$ cat src/rtl/reg_wb_arbiter_if.sv
// reg_wb_arbiter_if: ALU/MDU result inputs, register-file write port and hazard mask
interface reg_wb_arbiter_if #(
    parameter int DATA_WIDTH = 32
);
    logic                  alu_valid;
    logic                  alu_ready;
    logic [4:0]            alu_addr;
    logic [DATA_WIDTH-1:0] alu_data;
    logic                  mdu_valid;
    logic                  mdu_ready;
    logic [4:0]            mdu_addr;
    logic [DATA_WIDTH-1:0] mdu_data;
    logic                  wr_en;
    logic [4:0]            wr_addr;
    logic [DATA_WIDTH-1:0] wr_data;
    logic [31:0]           pending_mask;

    modport master (
        output alu_valid, alu_addr, alu_data, mdu_valid, mdu_addr, mdu_data,
        input  alu_ready, mdu_ready, wr_en, wr_addr, wr_data, pending_mask
    );

    modport slave (
        input  alu_valid, alu_addr, alu_data, mdu_valid, mdu_addr, mdu_data,
        output alu_ready, mdu_ready, wr_en, wr_addr, wr_data, pending_mask
    );
endinterface

$ cat src/rtl/reg_wb_arbiter.sv
// reg_wb_arbiter: merges ALU results and FIFO-buffered MDU results onto one register-file write port
module reg_wb_arbiter #(
    parameter int DATA_WIDTH   = 32,
    parameter int DEPTH        = 4,
    parameter int STARVE_LIMIT = 3
) (
    input logic              clk,
    input logic              rst,
    reg_wb_arbiter_if.slave  bus
);
    localparam int AW = $clog2(DEPTH);
    localparam int PW = AW + 1;
    localparam int SW = $clog2(STARVE_LIMIT + 1);

    logic [4:0]            addr_mem_q [DEPTH];
    logic [4:0]            addr_mem_d [DEPTH];
    logic [DATA_WIDTH-1:0] data_mem_q [DEPTH];
    logic [DATA_WIDTH-1:0] data_mem_d [DEPTH];
    logic [PW-1:0]         wptr_q, wptr_d, rptr_q, rptr_d, count;
    logic [SW-1:0]         starve_q, starve_d;
    logic                  wr_en_q, wr_en_d;
    logic [4:0]            wr_addr_q, wr_addr_d;
    logic [DATA_WIDTH-1:0] wr_data_q, wr_data_d;
    logic                  empty, full, forced, push, pop, src_valid;
    logic [4:0]            src_addr;
    logic [DATA_WIDTH-1:0] src_data;
    logic [AW-1:0]         off;
    logic [31:0]           mask;

    // FIFO status and write-source selection; a pop always makes the head the source
    always_comb begin
        empty     = wptr_q == rptr_q;
        full      = (wptr_q[AW-1:0] == rptr_q[AW-1:0]) && (wptr_q[AW] != rptr_q[AW]);
        forced    = (starve_q == SW'(STARVE_LIMIT)) && !empty;
        push      = bus.mdu_valid && !full;
        pop       = forced || (!bus.alu_valid && !empty);
        src_valid = pop || bus.alu_valid;
        src_addr  = pop ? addr_mem_q[rptr_q[AW-1:0]] : bus.alu_addr;
        src_data  = pop ? data_mem_q[rptr_q[AW-1:0]] : bus.alu_data;
        count     = wptr_q - rptr_q;
    end

    // pending mask: one-hot of every occupied slot, register 0 never reported
    always_comb begin
        mask = '0;
        off  = '0;
        for (int i = 0; i < DEPTH; i++) begin
            off = AW'(i) - rptr_q[AW-1:0];
            if ({1'b0, off} < count) mask[addr_mem_q[i]] = 1'b1;
        end
        mask[0] = 1'b0;
    end

    // next-state: pointers, storage, starvation counter and output register
    always_comb begin
        wptr_d     = wptr_q + PW'(push);
        rptr_d     = rptr_q + PW'(pop);
        addr_mem_d = addr_mem_q;
        data_mem_d = data_mem_q;
        if (push) begin
            addr_mem_d[wptr_q[AW-1:0]] = bus.mdu_addr;
            data_mem_d[wptr_q[AW-1:0]] = bus.mdu_data;
        end
        starve_d  = (empty || pop) ? '0 :
                    (starve_q == SW'(STARVE_LIMIT)) ? starve_q : starve_q + SW'(1);
        wr_en_d   = src_valid && (src_addr != 5'd0);
        wr_addr_d = src_valid ? src_addr : wr_addr_q;
        wr_data_d = src_valid ? src_data : wr_data_q;
    end

    // control state with synchronous reset
    always_ff @(posedge clk) begin
        if (rst) begin
            wptr_q    <= '0;
            rptr_q    <= '0;
            starve_q  <= '0;
            wr_en_q   <= 1'b0;
            wr_addr_q <= '0;
            wr_data_q <= '0;
        end else begin
            wptr_q    <= wptr_d;
            rptr_q    <= rptr_d;
            starve_q  <= starve_d;
            wr_en_q   <= wr_en_d;
            wr_addr_q <= wr_addr_d;
            wr_data_q <= wr_data_d;
        end
    end

    // FIFO storage needs no reset; occupancy comes from the pointers alone
    always_ff @(posedge clk) begin
        addr_mem_q <= addr_mem_d;
        data_mem_q <= data_mem_d;
    end

    assign bus.mdu_ready    = !full;
    assign bus.alu_ready    = !forced;
    assign bus.wr_en        = wr_en_q;
    assign bus.wr_addr      = wr_addr_q;
    assign bus.wr_data      = wr_data_q;
    assign bus.pending_mask = mask;
endmodule

$ cat src/flat_wrapper.sv
// flat-port wrapper written by rule: the top's interface ports become plain ports
module reg_wb_arbiter_flat 
#(
    parameter int DATA_WIDTH   = 32,
    parameter int DEPTH        = 4,
    parameter int STARVE_LIMIT = 3
)
  (clk, rst, bus_alu_valid, bus_alu_addr, bus_alu_data, bus_mdu_valid, bus_mdu_addr, bus_mdu_data, bus_alu_ready, bus_mdu_ready, bus_wr_en, bus_wr_addr, bus_wr_data, bus_pending_mask);
  reg_wb_arbiter_if #(.DATA_WIDTH(DATA_WIDTH)) bus_i ();
  input logic clk;
  input logic rst;
  input wire logic [$bits(bus_i.alu_valid)-1:0] bus_alu_valid;
  input wire logic [$bits(bus_i.alu_addr)-1:0] bus_alu_addr;
  input wire logic [$bits(bus_i.alu_data)-1:0] bus_alu_data;
  input wire logic [$bits(bus_i.mdu_valid)-1:0] bus_mdu_valid;
  input wire logic [$bits(bus_i.mdu_addr)-1:0] bus_mdu_addr;
  input wire logic [$bits(bus_i.mdu_data)-1:0] bus_mdu_data;
  output wire logic [$bits(bus_i.alu_ready)-1:0] bus_alu_ready;
  output wire logic [$bits(bus_i.mdu_ready)-1:0] bus_mdu_ready;
  output wire logic [$bits(bus_i.wr_en)-1:0] bus_wr_en;
  output wire logic [$bits(bus_i.wr_addr)-1:0] bus_wr_addr;
  output wire logic [$bits(bus_i.wr_data)-1:0] bus_wr_data;
  output wire logic [$bits(bus_i.pending_mask)-1:0] bus_pending_mask;
  assign bus_i.alu_valid = bus_alu_valid;
  assign bus_i.alu_addr = bus_alu_addr;
  assign bus_i.alu_data = bus_alu_data;
  assign bus_i.mdu_valid = bus_mdu_valid;
  assign bus_i.mdu_addr = bus_mdu_addr;
  assign bus_i.mdu_data = bus_mdu_data;
  assign bus_alu_ready = bus_i.alu_ready;
  assign bus_mdu_ready = bus_i.mdu_ready;
  assign bus_wr_en = bus_i.wr_en;
  assign bus_wr_addr = bus_i.wr_addr;
  assign bus_wr_data = bus_i.wr_data;
  assign bus_pending_mask = bus_i.pending_mask;
  reg_wb_arbiter #(.DATA_WIDTH(DATA_WIDTH), .DEPTH(DEPTH), .STARVE_LIMIT(STARVE_LIMIT)) u_core (.clk(clk), .rst(rst), .bus(bus_i));
endmodule
$ cat config.mk
export PLATFORM = sky130hd
export DESIGN_NAME = reg_wb_arbiter_flat
export DESIGN_NICKNAME = d
export VERILOG_FILES = /design/src/rtl/reg_wb_arbiter_if.sv /design/src/rtl/reg_wb_arbiter.sv /design/src/flat_wrapper.sv
export SDC_FILE = /design/constraint.sdc
export NUM_CORES = 1
export LEC_CHECK = 0
export ABC_AREA = 1
export BUFFER_PORTS_ARGS = -buffer_cell sky130_fd_sc_hd__buf_2
export CAP_MARGIN = 20
export CORE_ASPECT_RATIO = 0.5
export CORE_MARGIN = 1.5
export CORE_UTILIZATION = 50
export DETAILED_ROUTE_END_ITERATION = 12
export GPL_TIMING_DRIVEN = 0
export PLACE_DENSITY = 0.72
export SETUP_SLACK_MARGIN = 0.02
export SYNTH_ARGS = -nofsm -noshare
export SYNTH_HDL_FRONTEND = slang
export SYNTH_SLANG_ARGS = --single-unit
export TNS_END_PERCENT = 20
$ cat constraint.sdc
create_clock -name clk -period 6.2 [get_ports clk]
set_clock_uncertainty 0.1 [all_clocks]
set_input_delay 0.62 -clock clk [delete_from_list [all_inputs] [get_ports clk]]
set_output_delay 0.62 -clock clk [all_outputs]
set_load 0.02 [all_outputs]
== Word level (Yosys, flattened, before mapping) ==
Index checks and enable logic that the tools add are counted.
Storage, ports and cells
  memory bits (writable): 0
  logic and storage cells: 91
  memory bits (read-only): 0
  output and inout bits: 72
  input port bits: 78
  register bits after elaboration: 194
  memories kept: 0
  bits in latches: 0
Cells by class
  equal/unequal tests: 4
  add/subtract/negate cells: 8
  order comparisons: 15
  reductions and logical operators: 19
  multiply operators: 0
  muxes and demuxes: 26
  divide/modulo/power cells: 0
  shift-type cells: 0
  bitwise operators: 5
Operator list (number)
  $mux 32: 8
  $bwmux 128: 1
  $or 32x32->32: 3
  $bmux 32 s2: 1
  $demux 32 s2: 1
  $lt 5x6->1 const B: 4
  $bwmux 20: 1
  $demux 1 s5: 4
  $ge 5x1->1 const B: 4
  $mux 5: 4
  $lt 2x3->1: 4
  $bmux 5 s2: 1
  $demux 5 s2: 1
  $logic_and 1x1->1: 10
  $add 3x1->3: 2
  $ge 3x3->1 const B: 2
  $not 2->3: 2
  $reduce_bool 5->1: 1
  $logic_not 1->1: 4
  $mux 1: 4
  $sub 1x2->2 const A: 2
  $sub 2x2->2 const A: 2
  $eq 3x3->1: 1
  $logic_or 1x1->1: 3
  7 further kinds: 7

== Depth between registers and ports, before layout ==
  depth after elaboration: 11
  mapped depth: 14
  mapped depth without buffers: 11

== Least setup slack after synthesis ==
Ideal clock, no wire load.
  path kind: reg2reg
  start: reg u_core.rptr_q[1]
  end: reg u_core.addr_mem_q[0] (netlist name) (enable)
  data required time: 5622 ps
  arrival: 3958 ps
  setup slack: 1665 ps
  cell stages (with the launch flop): 9
  clock period less this slack: 4535 ps
  cells stage by stage: dfxtp_1 -> buf_4 -> inv_1 -> ha_1 -> nand2_1 -> inv_1 -> nand3_1 -> nand2_1 -> nor3_1
Between the ends
  longest elaborated chain between the ends: 4
RTL lines
  start: declaration: line reg_wb_arbiter.sv:19  | logic [PW-1:0] wptr_q, wptr_d, rptr_q, rptr_d, count;
  start signal: assignment: line reg_wb_arbiter.sv:82  | rptr_q <= rptr_d;
  $eq 2x2->1: line reg_wb_arbiter.sv:33  | full = (wptr_q[AW-1:0] == rptr_q[AW-1:0]) && (wptr_q[AW] != rptr_q[AW]);
  $logic_and 1x1->1: line reg_wb_arbiter.sv:33
  $logic_not 1->1
  named net bus_mdu_ready: line flat_wrapper.sv:19  | output wire logic [$bits(bus_i.mdu_ready)-1:0] bus_mdu_ready;
  $logic_and 1x1->1: line reg_wb_arbiter.sv:35  | push = bus.mdu_valid && !full;
  end signal: assignment: line reg_wb_arbiter.sv:92  | addr_mem_q <= addr_mem_d;
  end: declaration: line reg_wb_arbiter.sv:15  | logic [4:0] addr_mem_q [DEPTH];
The timed path passes the listed nets, and every way through them passes these cells.
A chain may end at the register's enable or synchronous reset.

== Worst setup path in the final report ==
  start: reg u_core.rptr_q[0]
  end: out bus_pending_mask[2]
Between the ends
  longest elaborated chain between the ends: 9
RTL lines
  $sub 3x3->3 or $sub 1x2->2 (tied branches): line reg_wb_arbiter.sv:40, reg_wb_arbiter.sv:48
  $lt 2x3->1: line reg_wb_arbiter.sv:49  | if ({1'b0, off} < count) mask[addr_mem_q[i]] = 1'b1;
  $mux 32: line reg_wb_arbiter.sv:49
  $or 32x32->32 (no source line)
  $mux 32: line reg_wb_arbiter.sv:49
  $or 32x32->32 (no source line)
  $mux 32: line reg_wb_arbiter.sv:49
  $or 32x32->32 (no source line)
  $mux 32 (*): line reg_wb_arbiter.sv:49
  end: declaration: line flat_wrapper.sv:23  | output wire logic [$bits(bus_i.pending_mask)-1:0] bus_pending_mask;
Mark *: on every way between the ends. The rest lies on a longest branch, timed or not.

==> impl_metrics.tcl <==
set metrics [dict create \
    outcome "complete, no violations" \
    p_comb_frac 0.303 \
    wirelength_um 26630 \
    critPathCapture "bus_pending_mask[2]" \
    cts_root_buffer "clkbuf_16" \
    top_layer "met5" \
    max-slew-margin-rel 0.3753 \
    synth_top_area_share 0.4845 \
    swShare 0.3662 \
    post_cts_resized 0 \
    cts_tree "done" \
    fin_nets 1255 \
    p_sw_mw 1.392 \
    post-route-min-period_ns 3.981 \
    synth_seq_cells 194 \
    r2r_start "u_core.rptr_q[1]" \
    syn-num-nets 1072 \
    drt_iter0_drc 708 \
    synth-simple-area-share 0.2997 \
    synth_top_family_by_area "simple AND/OR/NAND/NOR gates" \
    worstMarginPinSlew_ns 0.9337 \
    area_delta_synth_final_pct 20.38 \
    ys_seq_area_frac 0.5849 \
    rows 34 \
    grt_usage 0.2822 \
    grt_setup_unrepaired "false" \
    wl_met3_um 1725 \
    fp.dieH_um 98.78 \
    wl_per_cell_um 18.87 \
    hold_depth 1 \
    io_buffers 148 \
    ant_nets 0 \
    die_area_mm2 0.01922 \
    ios 150 \
    critical_path.max_fanout 10 \
    synth_area_leader_cell "edfxtp_1" \
    setup.worst_path.end_class "primary output" \
    holdWs_ns 0.2900 \
    finalSetupViolCount 0 \
    netlist_area_mm2 0.009173 \
    synthAdderAreaFrac 0.01855 \
    critPathKind "reg -> out" \
    slew_violations 0 \
    fin_crit_sh 0.6421 \
    dr.pass1.iters 5 \
    floorplan.initialDensity 0.5196 \
    sequentialPowerShare 0.407 \
    synthArstFlopShare 0 \
    die_w_um 194.5 \
    hold_path.class "in -> reg" \
    syn_avg_cell_area_um2 9.350 \
    synth_area_leaders "edfxtp_1, nand2_1, dfxtp_1" \
    drc 0 \
    vias 7819 \
    antenna_found_initial 1 \
    gp_congestion 0.9603 \
    cts_buffers 17 \
    synthXorXnorAreaFrac 0.004638 \
    core_mm2 0.01765 \
    peakVddDrop_uv 190.8 \
    path_clk_slew_ns 0.08 \
    clock_path_buffers 2 \
    drv_cap 0 \
    p_leak_nw 4.789 \
    dp_hpwl_um 19030 \
    intPower_mw 2.409 \
    rrSetupSlack_ns 3.17 \
    synth_ff_type "edfxtp_1" \
    ys_warn_count 0 \
    netlist_instances 981 \
    grt_max_degree 22 \
    holdBufCountCts 0 \
    wl_met1_um 11330 \
    grt_pass1_vias 7497 \
    overflow 0 \
    synthMuxAreaShare 0 \
    synth.distinct_cells 36 \
    synth_edf_count 148 \
    worst_setup_path_start_kind "flip-flop" \
    crit_required_ns 5.48 \
    antenna_cells 0 \
    drive_above_1_share 0.2455 \
    clock_sinks 194 \
    synth_compound_area_frac 0.03628 \
    ff2ff_path_depth 11 \
    worstSkewPairLatency_ns 0.43 \
    startpoint "u_core.rptr_q[0]" \
    p_per_area_mw_per_mm2 344.3 \
    viasPerCell 5.541 \
    wl_met2_um 13000 \
    final_cells 1411 \
    max_freq_ghz 0.2512 \
    finalHoldViolations 0 \
    grt_pass1_wl_um 41240 \
    fin_util 0.6254 \
    reg2reg_to "u_core.data_mem_q[117]" \
    post_cts_buffers 0 \
    htreeDepth 4 \
    clkPwrFrac 0.290 \
    dp.cells 1379 \
    cp.arrival_ns 3.26 \
]
==> placed cells by master, fill, tap and decap left out, drive strengths merged <==
cell	n
buf	202
o21bai	3
nor3	68
nand2	319
nand3	133
or2	31
clkinv	11
o211ai	4
fa	1
o21ai	5
nand4	32
a21o	2
ha	12
o22ai	31
xnor2	3
a21oi	2
conb	1
inv	62
clkbuf	29
nor2	31
dfxtp	46
xor2	1
edfxtp	148
==> worst min-delay path by stage <==
| stage | from | to | slack [ns] |
|---|---|---|---|
| final | bus_mdu_data[9] | u_core.data_mem_q[73] | 0.29 |
| after floorplan | u_core.starve_q[1] | u_core.starve_q[1] | 0.34 |
| after CTS | bus_mdu_data[9] | u_core.data_mem_q[41] | 0.28 |
| after global placement | u_core.starve_q[1] | u_core.starve_q[1] | 0.35 |
| after detailed placement | u_core.bus.wr_data[19] | u_core.bus.wr_data[19] | 0.36 |
| after global routing | bus_mdu_data[19] | u_core.data_mem_q[51] | 0.28 |
==> cell usage after synthesis (4+ instances only) <==
cell / number
or2_2: 30
edfxtp_1: 148
nand4_1: 32
dfxtp_1: 46
o22ai_2: 4
ha_1: 12
nand2_1: 312
nand3_1: 133
buf_6: 6
o211ai_1: 4
inv_1: 55
o21ai_0: 4
clkbuf_1: 11
o22ai_1: 27
buf_2: 28
nand2_2: 6
nor3_1: 67
nor2_1: 28
==> through the flow <==
step	cell area, um2	worst slack, ns	power (mW)	TNS (ns)
floorplan	9173	1.665	2.308	0
global placement	10210	-0.4311	2.682	-55.09
detailed placement	10420	2.781	2.712	0
CTS	11040	2.276	3.804	0
global route	11040	2.059	3.977	0
finish	11040	2.219	3.801	0
==> state kept, by name, indices dropped and copies added, names as in the netlist <==
signal              cells
u_core.bus.wr_en        1
u_core.data_mem_q     128
u_core.bus.wr_data     32
u_core.wptr_q           3
u_core.starve_q         2
u_core.rptr_q           3
u_core.addr_mem_q      20
u_core.bus.wr_addr      5
==> worst max-delay path, stage by stage (launching register included) <==
cell and delay [ns]:
dfxtp_1 0.34, buf_4 0.17, nor2_1 0.13, buf_2 0.28, buf_2 0.31, inv_1 0.09
nand2_1 0.13, inv_1 0.06, ha_1 0.29, inv_1 0.06, o21bai_1 0.06, nand2_1 0.13
buf_2 0.30, nand3_1 0.12, nand4_1 0.19, buf_2 0.19
==> per-layer routing <==
layer,up-vias,GRT usage
li1,3741,-
met1,3709,0.3727
met2,317,0.4825
met3,50,0.04312
met4,2,0.09435
met5,-,0
==> power by group through the flow <==
stage          clock [mW]  sequential [mW]  combinational (mW)
2_1_floorplan           0             1.63               0.677
3_3_place_gp            0             1.58                1.10
3_5_place_dp            0             1.58                1.14
4_1_cts              1.11             1.55                1.14
5_1_grt              1.17             1.56                1.25
6_report             1.10             1.55                1.15
==> layout make-up <==
cell class,instances,area [um2]
Clock inverter,14,185.2
Buffer,49,286.5
Fill cell,1468,6613
Timing Repair Buffer,164,932.1
Inverter,59,222.7
Clock buffer,18,439.2
Tap cell,234,292.8
Sequential cell,194,5365
Multi-Input combinational cell,679,3318
==> logic make-up (layout without fill, tap and decap cells) <==
logic type / after synthesis / after routing
AND/OR/NAND/NOR: 614 / 614
AO/OA/AOI/OAI: 47 / 47
other: 1 / 1
adder cells (fa/ha/maj): 13 / 13
buffers and inverters: 108 / 304
XOR/XNOR: 4 / 4
flip-flops: 194 / 194
(Power assumes the default switching activity.)
